File: config.mk
export PLATFORM = sky130hd
export DESIGN_NAME = usb_tx_encoder_flat
export DESIGN_NICKNAME = d
export VERILOG_FILES = /design/src/rtl/usb_tx_encoder_if.sv /design/src/rtl/usb_tx_encoder.sv /design/src/flat_wrapper.sv
export SDC_FILE = /design/constraint.sdc
export NUM_CORES = 1
export LEC_CHECK = 0
export BUFFER_PORTS_ARGS = -buffer_cell sky130_fd_sc_hd__buf_2
export CORE_ASPECT_RATIO = 1.75
export CORE_UTILIZATION = 28
export CTS_BUF_LIST = sky130_fd_sc_hd__clkbuf_8
export CTS_CLUSTER_DIAMETER = 80
export CTS_CLUSTER_SIZE = 8
export DETAILED_ROUTE_END_ITERATION = 12
export PLACE_DENSITY = 0.41
export SLEW_MARGIN = 10
export SYNTH_ARGS = -nofsm -noshare
export SYNTH_HDL_FRONTEND = slang
export SYNTH_SLANG_ARGS = --single-unit
File: constraint.sdc
create_clock -name clk -period 2.4 [get_ports clk]
set_input_delay 0.72 -clock clk [delete_from_list [all_inputs] [get_ports clk]]
set_output_delay 0.72 -clock clk [all_outputs]
set_load 0.05 [all_outputs]
File: src/rtl/usb_tx_encoder_if.sv
// Handshake and line bundle between the shift register, the USB TX encoder and the line driver.
// With USB_TX_ABORT_EN defined the bundle also carries tx_abort.
interface usb_tx_encoder_if;
    logic tx_start;
    logic tx_bit;
    logic tx_last;
`ifdef USB_TX_ABORT_EN
    logic tx_abort;
`endif
    logic bit_req;
    logic busy;
    logic tx_oe;
    logic dp_out;
    logic dm_out;

    modport master (
        output tx_start,
        output tx_bit,
        output tx_last,
`ifdef USB_TX_ABORT_EN
        output tx_abort,
`endif
        input  bit_req,
        input  busy,
        input  tx_oe,
        input  dp_out,
        input  dm_out
    );

    modport slave (
        input  tx_start,
        input  tx_bit,
        input  tx_last,
`ifdef USB_TX_ABORT_EN
        input  tx_abort,
`endif
        output bit_req,
        output busy,
        output tx_oe,
        output dp_out,
        output dm_out
    );
endinterface

File: src/rtl/usb_tx_encoder.sv
// USB TX line stage: bit stuffing, NRZI encoding and EOP generation.
// Optional abort sequence (eight unstuffed ones, then EOP) is enabled by USB_TX_ABORT_EN.
//
// state   | meaning
// IDLE    | line J, driver off, waiting for tx_start
// DATA    | each boundary consumes one data bit (bit_req) and emits it NRZI
// STUFF   | boundary emits the stuffed zero; no data bit consumed
// EOP_SE0 | boundaries emit SE0 for EOP_SE0_BITS bit times, then J
// EOP_J   | J on the line; boundary returns to IDLE and releases the driver
// ABORT   | seven further held (one) bit times, then EOP
module usb_tx_encoder #(
    parameter int CLKS_PER_BIT = 8,
    parameter int STUFF_LIMIT  = 6,
    parameter int EOP_SE0_BITS = 2
) (
    input logic              clk,
    input logic              rst,
    usb_tx_encoder_if.slave  bus
);
    localparam int TMR_W  = $clog2(CLKS_PER_BIT);
    localparam int ONES_W = $clog2(STUFF_LIMIT + 1);
    localparam int AUX_W  = $clog2(EOP_SE0_BITS + 8);

    localparam logic [TMR_W-1:0]  TMR_LAST   = TMR_W'(CLKS_PER_BIT - 1);
    localparam logic [ONES_W-1:0] ONES_LIM   = ONES_W'(STUFF_LIMIT);
    localparam logic [AUX_W-1:0]  EOP_LAST   = AUX_W'(EOP_SE0_BITS);
    localparam logic [AUX_W-1:0]  ABORT_LAST = AUX_W'(6);

    typedef enum logic [2:0] {
        IDLE    = 3'd0,
        DATA    = 3'd1,
        STUFF   = 3'd2,
        EOP_SE0 = 3'd3,
        EOP_J   = 3'd4
`ifdef USB_TX_ABORT_EN
        , ABORT = 3'd5
`endif
    } state_t;

    state_t            state;
    logic [TMR_W-1:0]  timer;
    logic [ONES_W-1:0] ones;
    logic [AUX_W-1:0]  aux;
    logic              last_flag;
    logic              dp;
    logic              dm;
    logic              oe;
    logic              busy_r;
    logic              boundary;
    logic              abort;
    logic [ONES_W-1:0] ones_inc;

`ifdef USB_TX_ABORT_EN
    assign abort = bus.tx_abort;
`else
    assign abort = 1'b0;
`endif

    assign boundary    = (timer == TMR_LAST);
    assign ones_inc    = ones + ONES_W'(1);
    assign bus.bit_req = (state == DATA) && boundary && !abort;
    assign bus.dp_out  = dp;
    assign bus.dm_out  = dm;
    assign bus.tx_oe   = oe;
    assign bus.busy    = busy_r;

    always_ff @(posedge clk) begin
        if (rst) begin
            state     <= IDLE;
            timer     <= '0;
            ones      <= '0;
            aux       <= '0;
            last_flag <= 1'b0;
            dp        <= 1'b1;
            dm        <= 1'b0;
            oe        <= 1'b0;
            busy_r    <= 1'b0;
        end else begin
            if (state != IDLE)
                timer <= boundary ? '0 : timer + TMR_W'(1);
            case (state)
                IDLE: begin
                    if (bus.tx_start) begin
                        state     <= DATA;
                        timer     <= '0;
                        ones      <= '0;
                        aux       <= '0;
                        last_flag <= 1'b0;
                        oe        <= 1'b1;
                        busy_r    <= 1'b1;
                        dp        <= 1'b1;
                        dm        <= 1'b0;
                    end
                end
                DATA: begin
                    if (boundary) begin
`ifdef USB_TX_ABORT_EN
                        if (abort) begin
                            state <= ABORT;
                            aux   <= '0;
                        end else
`endif
                        begin
                            // NRZI: a zero toggles the line, a one holds it
                            if (!bus.tx_bit) begin
                                dp   <= ~dp;
                                dm   <= ~dm;
                                ones <= '0;
                            end else begin
                                ones <= ones_inc;
                            end
                            if (bus.tx_bit && ones_inc == ONES_LIM) begin
                                state     <= STUFF;
                                last_flag <= bus.tx_last;
                            end else if (bus.tx_last) begin
                                state <= EOP_SE0;
                                aux   <= '0;
                            end
                        end
                    end
                end
                STUFF: begin
                    if (boundary) begin
`ifdef USB_TX_ABORT_EN
                        if (abort) begin
                            state <= ABORT;
                            aux   <= '0;
                        end else
`endif
                        begin
                            dp    <= ~dp;
                            dm    <= ~dm;
                            ones  <= '0;
                            aux   <= '0;
                            state <= last_flag ? EOP_SE0 : DATA;
                        end
                    end
                end
`ifdef USB_TX_ABORT_EN
                ABORT: begin
                    if (boundary) begin
                        if (aux == ABORT_LAST) begin
                            state <= EOP_SE0;
                            aux   <= '0;
                        end else begin
                            aux <= aux + AUX_W'(1);
                        end
                    end
                end
`endif
                EOP_SE0: begin
                    // First bit time of this state still shows the final bit
                    if (boundary) begin
                        if (aux == EOP_LAST) begin
                            dp    <= 1'b1;
                            dm    <= 1'b0;
                            state <= EOP_J;
                        end else begin
                            dp  <= 1'b0;
                            dm  <= 1'b0;
                            aux <= aux + AUX_W'(1);
                        end
                    end
                end
                EOP_J: begin
                    if (boundary) begin
                        state  <= IDLE;
                        oe     <= 1'b0;
                        busy_r <= 1'b0;
                    end
                end
                default: state <= IDLE;
            endcase
        end
    end
endmodule

File: src/flat_wrapper.sv
// flat-port wrapper written by rule: the top's interface ports become plain ports
module usb_tx_encoder_flat 
#(
    parameter int CLKS_PER_BIT = 8,
    parameter int STUFF_LIMIT  = 6,
    parameter int EOP_SE0_BITS = 2
)
  (clk, rst, bus_tx_start, bus_tx_bit, bus_tx_last, bus_bit_req, bus_busy, bus_tx_oe, bus_dp_out, bus_dm_out);
  usb_tx_encoder_if bus_i ();
  input logic clk;
  input logic rst;
  input wire logic [$bits(bus_i.tx_start)-1:0] bus_tx_start;
  input wire logic [$bits(bus_i.tx_bit)-1:0] bus_tx_bit;
  input wire logic [$bits(bus_i.tx_last)-1:0] bus_tx_last;
  output wire logic [$bits(bus_i.bit_req)-1:0] bus_bit_req;
  output wire logic [$bits(bus_i.busy)-1:0] bus_busy;
  output wire logic [$bits(bus_i.tx_oe)-1:0] bus_tx_oe;
  output wire logic [$bits(bus_i.dp_out)-1:0] bus_dp_out;
  output wire logic [$bits(bus_i.dm_out)-1:0] bus_dm_out;
  assign bus_i.tx_start = bus_tx_start;
  assign bus_i.tx_bit = bus_tx_bit;
  assign bus_i.tx_last = bus_tx_last;
  assign bus_bit_req = bus_i.bit_req;
  assign bus_busy = bus_i.busy;
  assign bus_tx_oe = bus_i.tx_oe;
  assign bus_dp_out = bus_i.dp_out;
  assign bus_dm_out = bus_i.dm_out;
  usb_tx_encoder #(.CLKS_PER_BIT(CLKS_PER_BIT), .STUFF_LIMIT(STUFF_LIMIT), .EOP_SE0_BITS(EOP_SE0_BITS)) u_core (.clk(clk), .rst(rst), .bus(bus_i));
endmodule
Word-level counts from Yosys, hierarchy flattened
Index checks and enable logic that the tools add are counted.
{ "classes": {"add_sub_neg": 3, "eq_ne": 19, "mux": 43, "bitwise_logic": 2, "n_reduce_logical": 14} }
{ "ops": {"columns": ["cell", "count"], "rows": [
  ["3-bit 2-to-1 mux", 15],
  ["4-bit 2-to-1 mux", 7],
  ["4-bit case mux with 4 select lines", 1],
  ["3-bit case mux with 5 select lines", 1],
  ["1-bit 2-to-1 mux", 13],
  ["2-bit != test, second input constant", 6],
  ["2-bit by 1-bit != test with 1-bit output, second input constant", 5],
  ["3-bit == test, second input constant", 3],
  ["3-bit case mux with 3 select lines", 1],
  ["1-bit case mux with 4 select lines", 2],
  ["4-bit AND reduction", 2],
  ["8-bit AND reduction", 1],
  ["7-bit AND reduction", 1],
  ["3-bit by 1-bit adder with 3-bit output, second input constant", 2],
  ["3-bit by 2-bit == test with 1-bit output, second input constant", 2],
  ["6-bit AND reduction", 1],
  ["3-bit nonzero test", 2],
  ["4-bit by 1-bit adder with 4-bit output, second input constant", 1],
  ["4-bit by 2-bit == test with 1-bit output, second input constant", 1],
  ["1-bit case mux with 2 select lines", 2],
  ["2-bit nonzero test", 2],
  ["4-bit nonzero test", 1],
  ["3-bit by 1-bit == test with 1-bit output, second input constant", 1],
  ["3-bit zero test", 1],
  ["5 further kinds", 7]
]} }
{ "totals": {"register_bits": 17, "input_bits": 5, "out_inout_bits": 5, "elab_cells": 89} }

Depth between registers and ports, before layout
Gate-level depths: netlist of run 1.
{ "depth": {"depth_word": 6, "mapped_depth": 8, "depth_no_buf": 7} }

Worst setup path after synthesis of run 1
Ideal clock, no wire load.
{ "synth_path": {"path_kind": "register to output", "start": "register u_core.state[0]", "end": "output port bus_bit_req", "arrival_ns": 1.335, "required_ns": 1.680, "slack_ns": 0.345, "path_stages_with_launch": 4, "n_path_buf": 1, "path_cell_list": "dfxtp_1 > buf_2 > nor3b_1 > and2_1"} }
{ "synth_between": {"elab_chain_len": 2} }
{ "synth_lines": {"columns": ["element", "line_no", "source"], "rows": [
  ["from (decl)", "usb_tx_encoder.sv:40", "state_t state;"],
  ["from (signal assigned)", "usb_tx_encoder.sv:135", "state <= last_flag ? EOP_SE0 : DATA;"],
  ["3-bit by 1-bit == test with 1-bit output", "usb_tx_encoder.sv:61", "assign bus.bit_req = (state == DATA) && boundary && !abort;"],
  ["1-bit logical AND", "usb_tx_encoder.sv:61", null],
  ["to (decl)", "flat_wrapper.sv:15", "output wire logic [$bits(bus_i.bit_req)-1:0] bus_bit_req;"]
]} }
Every way passes these cells.

Worst setup path in the final report of run 1
{ "layout_path": {"start": "register u_core.state[2]", "end": "output port bus_bit_req"} }
Same word-level chain as after synthesis.

==> flow_summary.yaml, run 1 <==
worst_setup_path:
  critical_path.max_fanout: 9
  critical_path.startpoint: "u_core.state[2]$_SDFFE_PP0P_"
  rrSetupSlack_ns: 0.35
  endpoint_kind: "output pin"
  cp-start-kind: "flip-flop"
  criticalPathCategory: "reg2out"
  cp.arrival_ns: 1.57
  wp_data_required_ns: 1.68
  worstSetupEndpoint: "bus_bit_req"
  crit-reg2reg-launch: "u_core.timer[0]$_SDFF_PP0_"
  critical_r2r_capture: "u_core.state[0]$_SDFFE_PP0P_"
  ff2ff_path_depth: 7
cts:
  postCtsSetupBuffers: 0
  tritoncts_clock_tree: "done"
  clk_path_buf_depth: 2
  worst_setup_hold_path_clk_slew_ns: 0.07
  cts_sinks: 17
  cts.root.buffer_cell: "clkbuf_8"
  cts_hold_buffers: 0
  cts.repair.resized: 0
  clkLatencyLatePin_ns: 0.25
  tritoncts.num_buffers: 3
  h-tree-depth: 1
floorplan:
  die_width_um: 48.1
  top_level_ports: 10
  floorplan.die_area_um2: 3980
  initial_core_util_pct: 29.0
  die_y_um: 82.8
  core.rowCount: 29
  core_um2: 3590
layout:
  layout-drive-gt1-share_pct: 17.4
  layout.nets: 144
  final-seq-area_um2: 340
  final.fill_count: 397
  layout-area-overhead-vs-synth_pct: 12.7
  antennaDiodeCount: 0
  multiInputGateArea_um2: 649
drt:
  drt-total-wl_um: 2540
  drt.antenna.violating_nets: 0
  drtPass1Iterations: 4
  via_count: 947
  avgRoutedWirePerCell_um: 14.3
  detailedRoute.firstIterationViolations: 25
  drc_errors: 0
  via_per_inst: 5.32
global_routing:
  grtUsageMet3_pct: 2.17
  grt_start_max_net_pins: 18
  grt_pass1_wl_um: 4480
  grt_util_met2_pct: 28.4
  grt-busiest-layer: "met2"
  grt_remaining_overflow: 0
  antenna_found_initial: 0
  first_global_vias: 947
  grtUsageTotal_pct: 16.1
  groute.layer.met1.usage_pct: 16.9
synth:
  synth_enable_flop_cells: 0
  synth_sequential_area_ratio_pct: 32.6
  ys_dominant_reg_cell: "dfxtp_1"
  ys_seq_elements: 17
  post_syn_nets: 135
  synth-async-reset-ratio_pct: 0
  syn-mean-instance-area_um2: 8.42
  synthesized_netlist_cell_count: 124
  synthTopCellsByArea: "dfxtp_1, ha_1, nor2_1"
  synth.largest_area_cell: "dfxtp_1"
  yosysWarnings: 0
  count_of_distinct_cell_types_in_the_synthesized_netlist: 43
  synth_area_um2: 1040
  yosys.area.top_type_share_pct: 32.6
worst_hold_path:
  worstHoldPathType: "reg2reg"
  worst_hold_startpoint: "u_core.bus.dp_out$_SDFFE_PP1P_"
place:
  place.port_buffers: 9
  place_hpwl_um: 1980
  place.gp.congestion: 0.790
sta:
  setup_viol: 0
  fmaxAchievable_mhz: 436
  fin_crit_ns: 2.29
  rsz0062_at_grt: "false"
  fin_setup_tns_ns: 0
  drv_slew: 0
  final_worst_path_period_share_pct: 95.6
  tightest_slew_ns: 0.565
  max-slew-margin-rel_pct: 62.3
  finalClockSkew_ns: 0.00135
  hold_violations: 0
power:
  post-layout-total-power_uw: 1070
  worst_ir_drop_vdd_mv: 0.361
  p_leak_uw: 0.000489
  pwr_density_cell_nw_per_um2: 911
status:
  run_status: "complete, no violations"
run:
  timing.max_cap.violations: 0
## cells in the final DEF (no fill, tap or decap), types with 2 or more instances in the layout
cell,count
ha_1,5
or3b_1,2
o41ai_1,2
and3_1,2
nor3b_1,5
nand2_1,9
nor2_1,13
clkbuf_8,3
buf_2,9
and2_1,3
a31o_1,2
nand3b_1,2
or3_1,2
o21ai_0,4
o22ai_1,3
inv_1,3
mux2i_1,4
dfxtp_1,17
a21o_1,2
buf_4,3
nand3_1,2
a21oi_1,8
nor3_1,4
o21a_1,2
## flip-flops by register name, summed over array words and instances (netlist names)
name,count
u_core.bus.dm_out,1
u_core.aux,4
u_core.ones,3
u_core.last_flag,1
u_core.timer,3
u_core.state,3
u_core.bus.dp_out,1
u_core.bus.tx_oe,1
## power by group
part           switching [uW]  total (uW)  internal (uW)
registers                35.8         356            321
logic                     301         496            195
clock network             104         219            115
## metrics by stage
stage | worst slack [ns] | hold slack (ns) | utilization (%) | cell area (um^2) | instances
2_1_floorplan | 0.345 | 0.441 | - | 1040 | 124
3_3_place_gp | 0.230 | 0.455 | 31.4 | 1130 | 174
3_5_place_dp | 0.184 | 0.464 | 31.4 | 1130 | 174
4_1_cts | 0.0687 | 0.478 | 32.7 | 1170 | 178
6_report | 0.105 | 0.469 | 32.7 | 1180 | 178
5_1_grt | 0.00633 | 0.497 | 32.7 | 1180 | 178
## final cells by class
cell class                 count  share of cell area, %
tap                           46                   4.89
inverter                       4                   1.28
sequential                    17                   28.9
clock buffer                   3                   3.51
clock inverter                 1                  0.426
multi-input combinational     95                   55.2
timing repair buffer          12                   5.74
## synth_stat cells (2+ instances only)
cell type,number
a21oi_1,8
o21a_1,2
nor2_1,13
buf_2,3
o21ai_0,4
inv_1,3
o41ai_1,2
nand3_1,2
a21o_1,2
and3_1,2
or3b_1,2
dfxtp_1,17
nor3b_1,5
nand2_1,9
nand3b_1,2
a31o_1,2
ha_1,6
and2_1,3
buf_4,2
mux2i_1,4
clkbuf_1,3
o22ai_1,3
or3_1,2
nor3_1,4
## cell families (layout without fill, tap and decap cells)
family | after synthesis | in the layout | synth area share (%)
AO/OA/AOI/OAI | 30 | 30 | 19.2
flip-flops | 17 | 17 | 32.6
buffers and inverters | 12 | 20 | 5.39
AND/OR/NAND/NOR | 54 | 54 | 30.9
XOR/XNOR | 1 | 1 | 0.839
adder cells (fa/ha/maj) | 6 | 6 | 7.19
multiplexers | 4 | 4 | 3.84
## worst max-delay path, stage by stage (launching register included)
cell	delay, ns
dfxtp_1	0.42
nor3b_1	0.39
and2_1	0.23
buf_2	0.28
## worst min path at each step
stage                                                end  slack (ns)  cells past startpoint
after detailed placement   u_core.last_flag$_SDFFE_PP0P_        0.46                      1
after global placement    u_core.bus.dp_out$_SDFFE_PP1P_        0.46                      2
after global routing      u_core.bus.dp_out$_SDFFE_PP1P_        0.50                      2
after floorplan            u_core.last_flag$_SDFFE_PP0P_        0.44                      1
after CTS                 u_core.bus.dp_out$_SDFFE_PP1P_        0.48                      2
final                     u_core.bus.dp_out$_SDFFE_PP1P_        0.47                      2
## per-layer routing
layer / routed length, um / share of wire [%] / vias to the layer above
li1: - / - / 465
met1: 993 / 39 / 456
met2: 1400 / 55 / 18
met3: 58 / 2.3 / 8
met4: 87 / 3.4 / 0
met5: 0 / 0 / -
Note: power is estimated with default switching activity, not from simulation.
==> inputs of run 2 (changes only) <==
--- a/config.mk
+++ b/config.mk
@@ -5,6 +5,7 @@
 export SDC_FILE = /design/constraint.sdc
 export NUM_CORES = 1
 export LEC_CHECK = 0
+export ABC_AREA = 1
 export BUFFER_PORTS_ARGS = -buffer_cell sky130_fd_sc_hd__buf_2
 export CORE_ASPECT_RATIO = 1.75
 export CORE_UTILIZATION = 28
@@ -12,6 +13,7 @@
 export CTS_CLUSTER_DIAMETER = 80
 export CTS_CLUSTER_SIZE = 8
 export DETAILED_ROUTE_END_ITERATION = 12
+export GPL_TIMING_DRIVEN = 0
 export PLACE_DENSITY = 0.41
 export SLEW_MARGIN = 10
 export SYNTH_ARGS = -nofsm -noshare
==> constraint.sdc (replaced) <==
create_clock -name clk -period 2.4 [get_ports clk]
set_input_delay 0.72 -clock clk [delete_from_list [all_inputs] [get_ports clk]]
set_output_delay 0.72 -clock clk [all_outputs]
set_load 0.02 [all_outputs]
==> run 2 against run 1 <==
Total power is 71% higher; synthesized cell count is 32% higher; worst hold slack worse by 0.0023 ns; clock-buffer cell count stayed put; synthesized area is 5.4% higher; non-clock buffer count is 1 higher; largest power group unchanged; highest routed layer unchanged.
==> flow_summary.yaml, run 2 <==
status:
  run_status: "complete, no violations"
layout:
  mostFrequentLayoutCell: "nand2_1"
  layout.nets: 189
  max_flop_register: "u_core.aux"
  flip_flop_count_of_the_largest_register_all_copies_and_words_added: 4
  layout_common_cells: "nand2_1, nor2_1, inv_1, dfxtp_1, nand3_1"
  antennaDiodeCount: 0
  layout-drive-gt1-share_pct: 16.9
  layout-area-overhead-vs-synth_pct: 13.4
drt:
  drt.antenna.violating_nets: 0
  via_per_inst: 4.70
  drtPass1Iterations: 6
  via_count: 1048
  detailedRoute.firstIterationViolations: 28
  avgRoutedWirePerCell_um: 11.5
  drc_errors: 0
  drt-total-wl_um: 2560
sta:
  finalClockSkew_ns: 0.0106
  max-slew-margin-rel_pct: 65.6
  rsz0062_at_grt: "false"
  setup_viol: 0
  final_worst_path_period_share_pct: 87.5
  fin_setup_tns_ns: 0
  fin_crit_ns: 2.10
  hold_violations: 0
  postLayoutSetupSlackWorst_ns: 0.300
  tightest_slew_ns: 0.516
  drv_slew: 0
  fmaxAchievable_mhz: 476
place:
  dp_slack_ns: 0.555
  place.gp.congestion: 0.788
  place.port_buffers: 9
  place_hpwl_um: 2050
global_routing:
  grt_pass1_wl_um: 4480
  grt_start_max_net_pins: 11
  antenna_found_initial: 0
  grt_remaining_overflow: 0
  grtUsageTotal_pct: 13.7
  first_global_vias: 1067
cts:
  cts_sinks: 17
  clk_path_buf_depth: 2
  postCtsSetupBuffers: 0
  cts_hold_buffers: 0
  cts.root.buffer_cell: "clkbuf_8"
  tritoncts.num_buffers: 3
  tritoncts_clock_tree: "done"
  clkLatencyLatePin_ns: 0.25
  h-tree-depth: 1
  cts.repair.resized: 0
  worst_setup_hold_path_clk_slew_ns: 0.06
synth:
  syn-mean-instance-area_um2: 6.71
  post_syn_nets: 175
  ys_dominant_reg_cell: "dfxtp_1"
  synthTopCellsByArea: "dfxtp_1, nand2_1, nor2_1"
  yosysWarnings: 0
  synth_area_um2: 1100
  synth_top_cells_by_count: "nand2_1, nor2_1, inv_1, dfxtp_1, nand3_1"
  synth_enable_flop_cells: 0
  ys_seq_elements: 17
  synthesized_netlist_cell_count: 164
  yosysMostFrequentCell: "nand2_1"
  yosys.area.top_type_share_pct: 30.9
  synth.largest_area_cell: "dfxtp_1"
  synth_sequential_area_ratio_pct: 30.9
  synth-async-reset-ratio_pct: 0
  count_of_distinct_cell_types_in_the_synthesized_netlist: 25
floorplan:
  core_um2: 3700
  die_y_um: 84.9
  floorplan.die_area_um2: 4190
  die_width_um: 49.4
  initial_core_util_pct: 29.7
  core.rowCount: 29
  top_level_ports: 10
power:
  worst_ir_drop_vdd_mv: 0.622
  post-layout-total-power_uw: 1830
  p_leak_uw: 0.000609
  pwr_density_cell_nw_per_um2: 1470
worst_setup_path:
  critical_path.max_fanout: 5
  critPathBufInv: 2
  cp.arrival_ns: 1.38
  crit_path_top_delay_cell: "dfxtp_1"
  criticalPathCategory: "reg2out"
  cp_common_cell: "ha_1"
  timing.critical_path.cells: "ha_1, ha_1, inv_1, nor2_1, buf_2"
  cpPeakStageDelay_ns: 0.35
  cp-start-kind: "flip-flop"
  kind_of_cell_adding_the_most_delay_to_the_critical_path: "adder cells"
  endpoint_kind: "output pin"
  wp_data_required_ns: 1.68
worst_hold_path:
  worstHoldPathType: "reg2reg"
run:
  timing.max_cap.violations: 0
run 2: logic make-up after synthesis:
kind of cell             share of synthesized area (%)
flip-flops                                        30.9
adder cells (fa/ha/maj)                           6.83
AND/OR/NAND/NOR                                   41.1
AO/OA/AOI/OAI                                     11.9
buffers and inverters                             9.21
run 2: path summary, 6_finish.rpt:
check / startpoint / to / slack, ns / cells past startpoint
worst max-delay path: u_core.timer[0]$_SDFF_PP0_ / bus_bit_req / 0.30 / 5
worst min-delay path: u_core.timer[2]$_SDFF_PP0_ / u_core.timer[2]$_SDFF_PP0_ / 0.47 / 2
worst max register to register: u_core.timer[0]$_SDFF_PP0_ / u_core.ones[1]$_SDFFE_PP0P_ / 0.73 / 10
worst min register to register: u_core.timer[2]$_SDFF_PP0_ / u_core.timer[2]$_SDFF_PP0_ / 0.47 / 2
run 2: worst reg2reg max path: stages, from the launching register on:
cell and delay, ns:
dfxtp_1 0.32, ha_1 0.19, ha_1 0.23, inv_1 0.16
nand4_2 0.16, nand2_1 0.09, inv_1 0.06, nand2_1 0.14
inv_1 0.08, nor2_1 0.09, nor2_1 0.05
run 2: report_power, final:
group          leakage (uW)  switching, uW  total, uW  internal, uW
clock network     0.0000269           99.7        213           113
logic              0.000442            679       1080           400
registers          0.000140            131        538           406
run 2: routing by layer:
metal	up-vias	GRT usage [%]	part of all wire (%)
li1	552	-	-
met2	5	27.3	57
met5	-	0	0
met4	0	5.19	0.90
met3	2	2.33	1.6
met1	489	13.5	41
run 2: layout make-up:
| cell class | count | area, um^2 |
|---|---|---|
| Fill cell | 445 | 2450 |
| Multi-Input combinational cell | 123 | 658 |
| Sequential cell | 17 | 340 |
| Inverter | 20 | 75.1 |
| Tap cell | 46 | 57.6 |
| Timing Repair Buffer | 9 | 45.0 |
| Clock buffer | 3 | 41.3 |
| Buffer | 4 | 26.3 |
| Clock inverter | 1 | 3.75 |
run 2: metrics by stage:
step | instance area (um^2) | util (%) | std cells | hold WS [ns]
after floorplan | 1100 | - | 164 | 0.437
after global placement | 1200 | 32.5 | 219 | 0.460
after detailed placement | 1200 | 32.5 | 219 | 0.461
after CTS | 1250 | 33.7 | 223 | 0.472
after global routing | 1250 | 33.7 | 223 | 0.487
final | 1250 | 33.7 | 223 | 0.466
==> inputs of run 3 (changes only) <==
--- a/config.mk
+++ b/config.mk
@@ -6,15 +6,15 @@
 export NUM_CORES = 1
 export LEC_CHECK = 0
 export ABC_AREA = 1
-export BUFFER_PORTS_ARGS = -buffer_cell sky130_fd_sc_hd__buf_2
 export CORE_ASPECT_RATIO = 1.75
 export CORE_UTILIZATION = 28
 export CTS_BUF_LIST = sky130_fd_sc_hd__clkbuf_8
 export CTS_CLUSTER_DIAMETER = 80
 export CTS_CLUSTER_SIZE = 8
 export DETAILED_ROUTE_END_ITERATION = 12
+export DONT_BUFFER_PORTS = 1
 export GPL_TIMING_DRIVEN = 0
-export PLACE_DENSITY = 0.41
+export PLACE_DENSITY = 0.38
 export SLEW_MARGIN = 10
 export SYNTH_ARGS = -nofsm -noshare
 export SYNTH_HDL_FRONTEND = slang
==> run 3 against run 2 <==
Sequential power is 4.5% higher; final area is 3.5% lower; critical path type unchanged; highest routed layer unchanged; global-route usage is 0.40 points higher; register-to-register slack hardly changed; die area stayed put; worst hold slack worse by 0.0081 ns.
==> flow_summary.yaml, run 3 (synthesis results as in run 2) <==
worst_setup_path:
  crit_path_top_delay_cell: "dfxtp_1"
  critical_path.max_fanout: 5
  critPathBufInv: 1
  cpPeakStageDelay_ns: 0.35
  cp.arrival_ns: 1.45
  wp_data_required_ns: 1.68
  timing.critical_path.cells: "ha_1, ha_1, inv_1, nor2_1"
  kind_of_cell_adding_the_most_delay_to_the_critical_path: "adder cells"
  endpoint_kind: "output pin"
  cp_common_cell: "ha_1"
  criticalPathCategory: "reg2out"
  rrSetupSlack_ns: 0.73
  cp-start-kind: "flip-flop"
cts:
  cts.root.buffer_cell: "clkbuf_8"
  clk_path_buf_depth: 2
  cts_hold_buffers: 0
  h-tree-depth: 1
  cts_sinks: 17
  postCtsSetupBuffers: 0
  tritoncts_clock_tree: "done"
  clkLatencyLatePin_ns: 0.26
  tritoncts.num_buffers: 3
  worst_setup_hold_path_clk_slew_ns: 0.07
  cts.repair.resized: 0
drt:
  drt-total-wl_um: 2580
  via_per_inst: 4.63
  via_count: 991
  drtPass1Iterations: 4
  detailedRoute.firstIterationViolations: 15
  drt.antenna.violating_nets: 0
  drc_errors: 0
  avgRoutedWirePerCell_um: 12.1
sta:
  setup_viol: 0
  max-slew-margin-rel_pct: 65.7
  fin_crit_ns: 2.17
  final_worst_path_period_share_pct: 90.5
  fin_setup_tns_ns: 0
  hold_violations: 0
  drv_slew: 0
  finalClockSkew_ns: 0.00177
  fmaxAchievable_mhz: 460
  rsz0062_at_grt: "false"
  tightest_slew_ns: 0.514
global_routing:
  antenna_found_initial: 0
  grt_pass1_wl_um: 4460
  grtUsageTotal_pct: 14.1
  grt_remaining_overflow: 0
  grt_start_max_net_pins: 11
  first_global_vias: 1007
floorplan:
  core_um2: 3700
  die_width_um: 49.4
  die_y_um: 84.9
  initial_core_util_pct: 29.7
  floorplan.die_area_um2: 4190
  core.rowCount: 29
  top_level_ports: 10
layout:
  max_flop_register: "u_core.aux"
  final.fill_count: 428
  layout_common_cells: "nand2_1, nor2_1, inv_1, dfxtp_1, nand3_1"
  antennaDiodeCount: 0
  layout.nets: 180
  finish.utilization_pct: 32.5
  layout-drive-gt1-share_pct: 13.1
  layout-area-overhead-vs-synth_pct: 9.44
  mostFrequentLayoutCell: "nand2_1"
  flip_flop_count_of_the_largest_register_all_copies_and_words_added: 4
worst_hold_path:
  worstHoldPathType: "reg2reg"
status:
  run_status: "complete, no violations"
run:
  timing.max_cap.violations: 0
power:
  worst_ir_drop_vdd_mv: 0.574
  pwr_density_cell_nw_per_um2: 1500
  p_leak_uw: 0.000569
place:
  place.port_buffers: 0
  place_hpwl_um: 2080
  place.gp.congestion: 0.781
## run 3: area by class of cell
class                      instances  area [um^2]  share of cell area [%]
multi-input combinational        123          658                    54.7
sequential                        17          340                    28.3
inverter                          20         75.1                    6.24
tap                               46         57.6                    4.78
clock buffer                       3         41.3                    3.43
buffer                             4         26.3                    2.18
clock inverter                     1         5.00                   0.416
## run 3: worst paths after layout
path	from	endpoint	cells past startpoint
worst max register to register	u_core.timer[0]$_SDFF_PP0_	u_core.ones[0]$_SDFFE_PP0P_	10
worst min-delay path	u_core.timer[2]$_SDFF_PP0_	u_core.timer[2]$_SDFF_PP0_	2
worst min register to register	u_core.timer[2]$_SDFF_PP0_	u_core.timer[2]$_SDFF_PP0_	2
worst max-delay path	u_core.timer[0]$_SDFF_PP0_	bus_bit_req	4
## run 3: per-stage QoR
step	setup slack (ns)	hold slack (ns)	area (um^2)	std cells	power, uW
floorplan	0.615	0.437	1100	164	1390
global placement	0.497	0.448	1160	210	1600
detailed placement	0.486	0.456	1160	210	1620
CTS	0.194	0.467	1200	214	1850
global route	0.116	0.493	1200	214	2050
finish	0.227	0.458	1200	214	1810
## run 3: report_power, final
part	leakage [uW]	internal [uW]	total, uW	switching, uW
registers	0.000140	406	562	155
clock network	0.0000255	116	228	112
logic	0.000403	382	1020	638
total	0.000569	905	1810	905
## run 3: worst min-delay path: cells and delay by family, from the launching register on
kind / cells / cell delay, ns
flops: 1 / 0.31
simple gates: 1 / 0.06
compound gates: 1 / 0.05
## run 3: metal layers
| layer | wire length, um | track usage [%] |
|---|---|---|
| met1 | 1040 | 13.7 |
| met2 | 1410 | 27.6 |
| met3 | 41 | 1.61 |
| met4 | 90 | 7.79 |
| met5 | 0 | 0 |
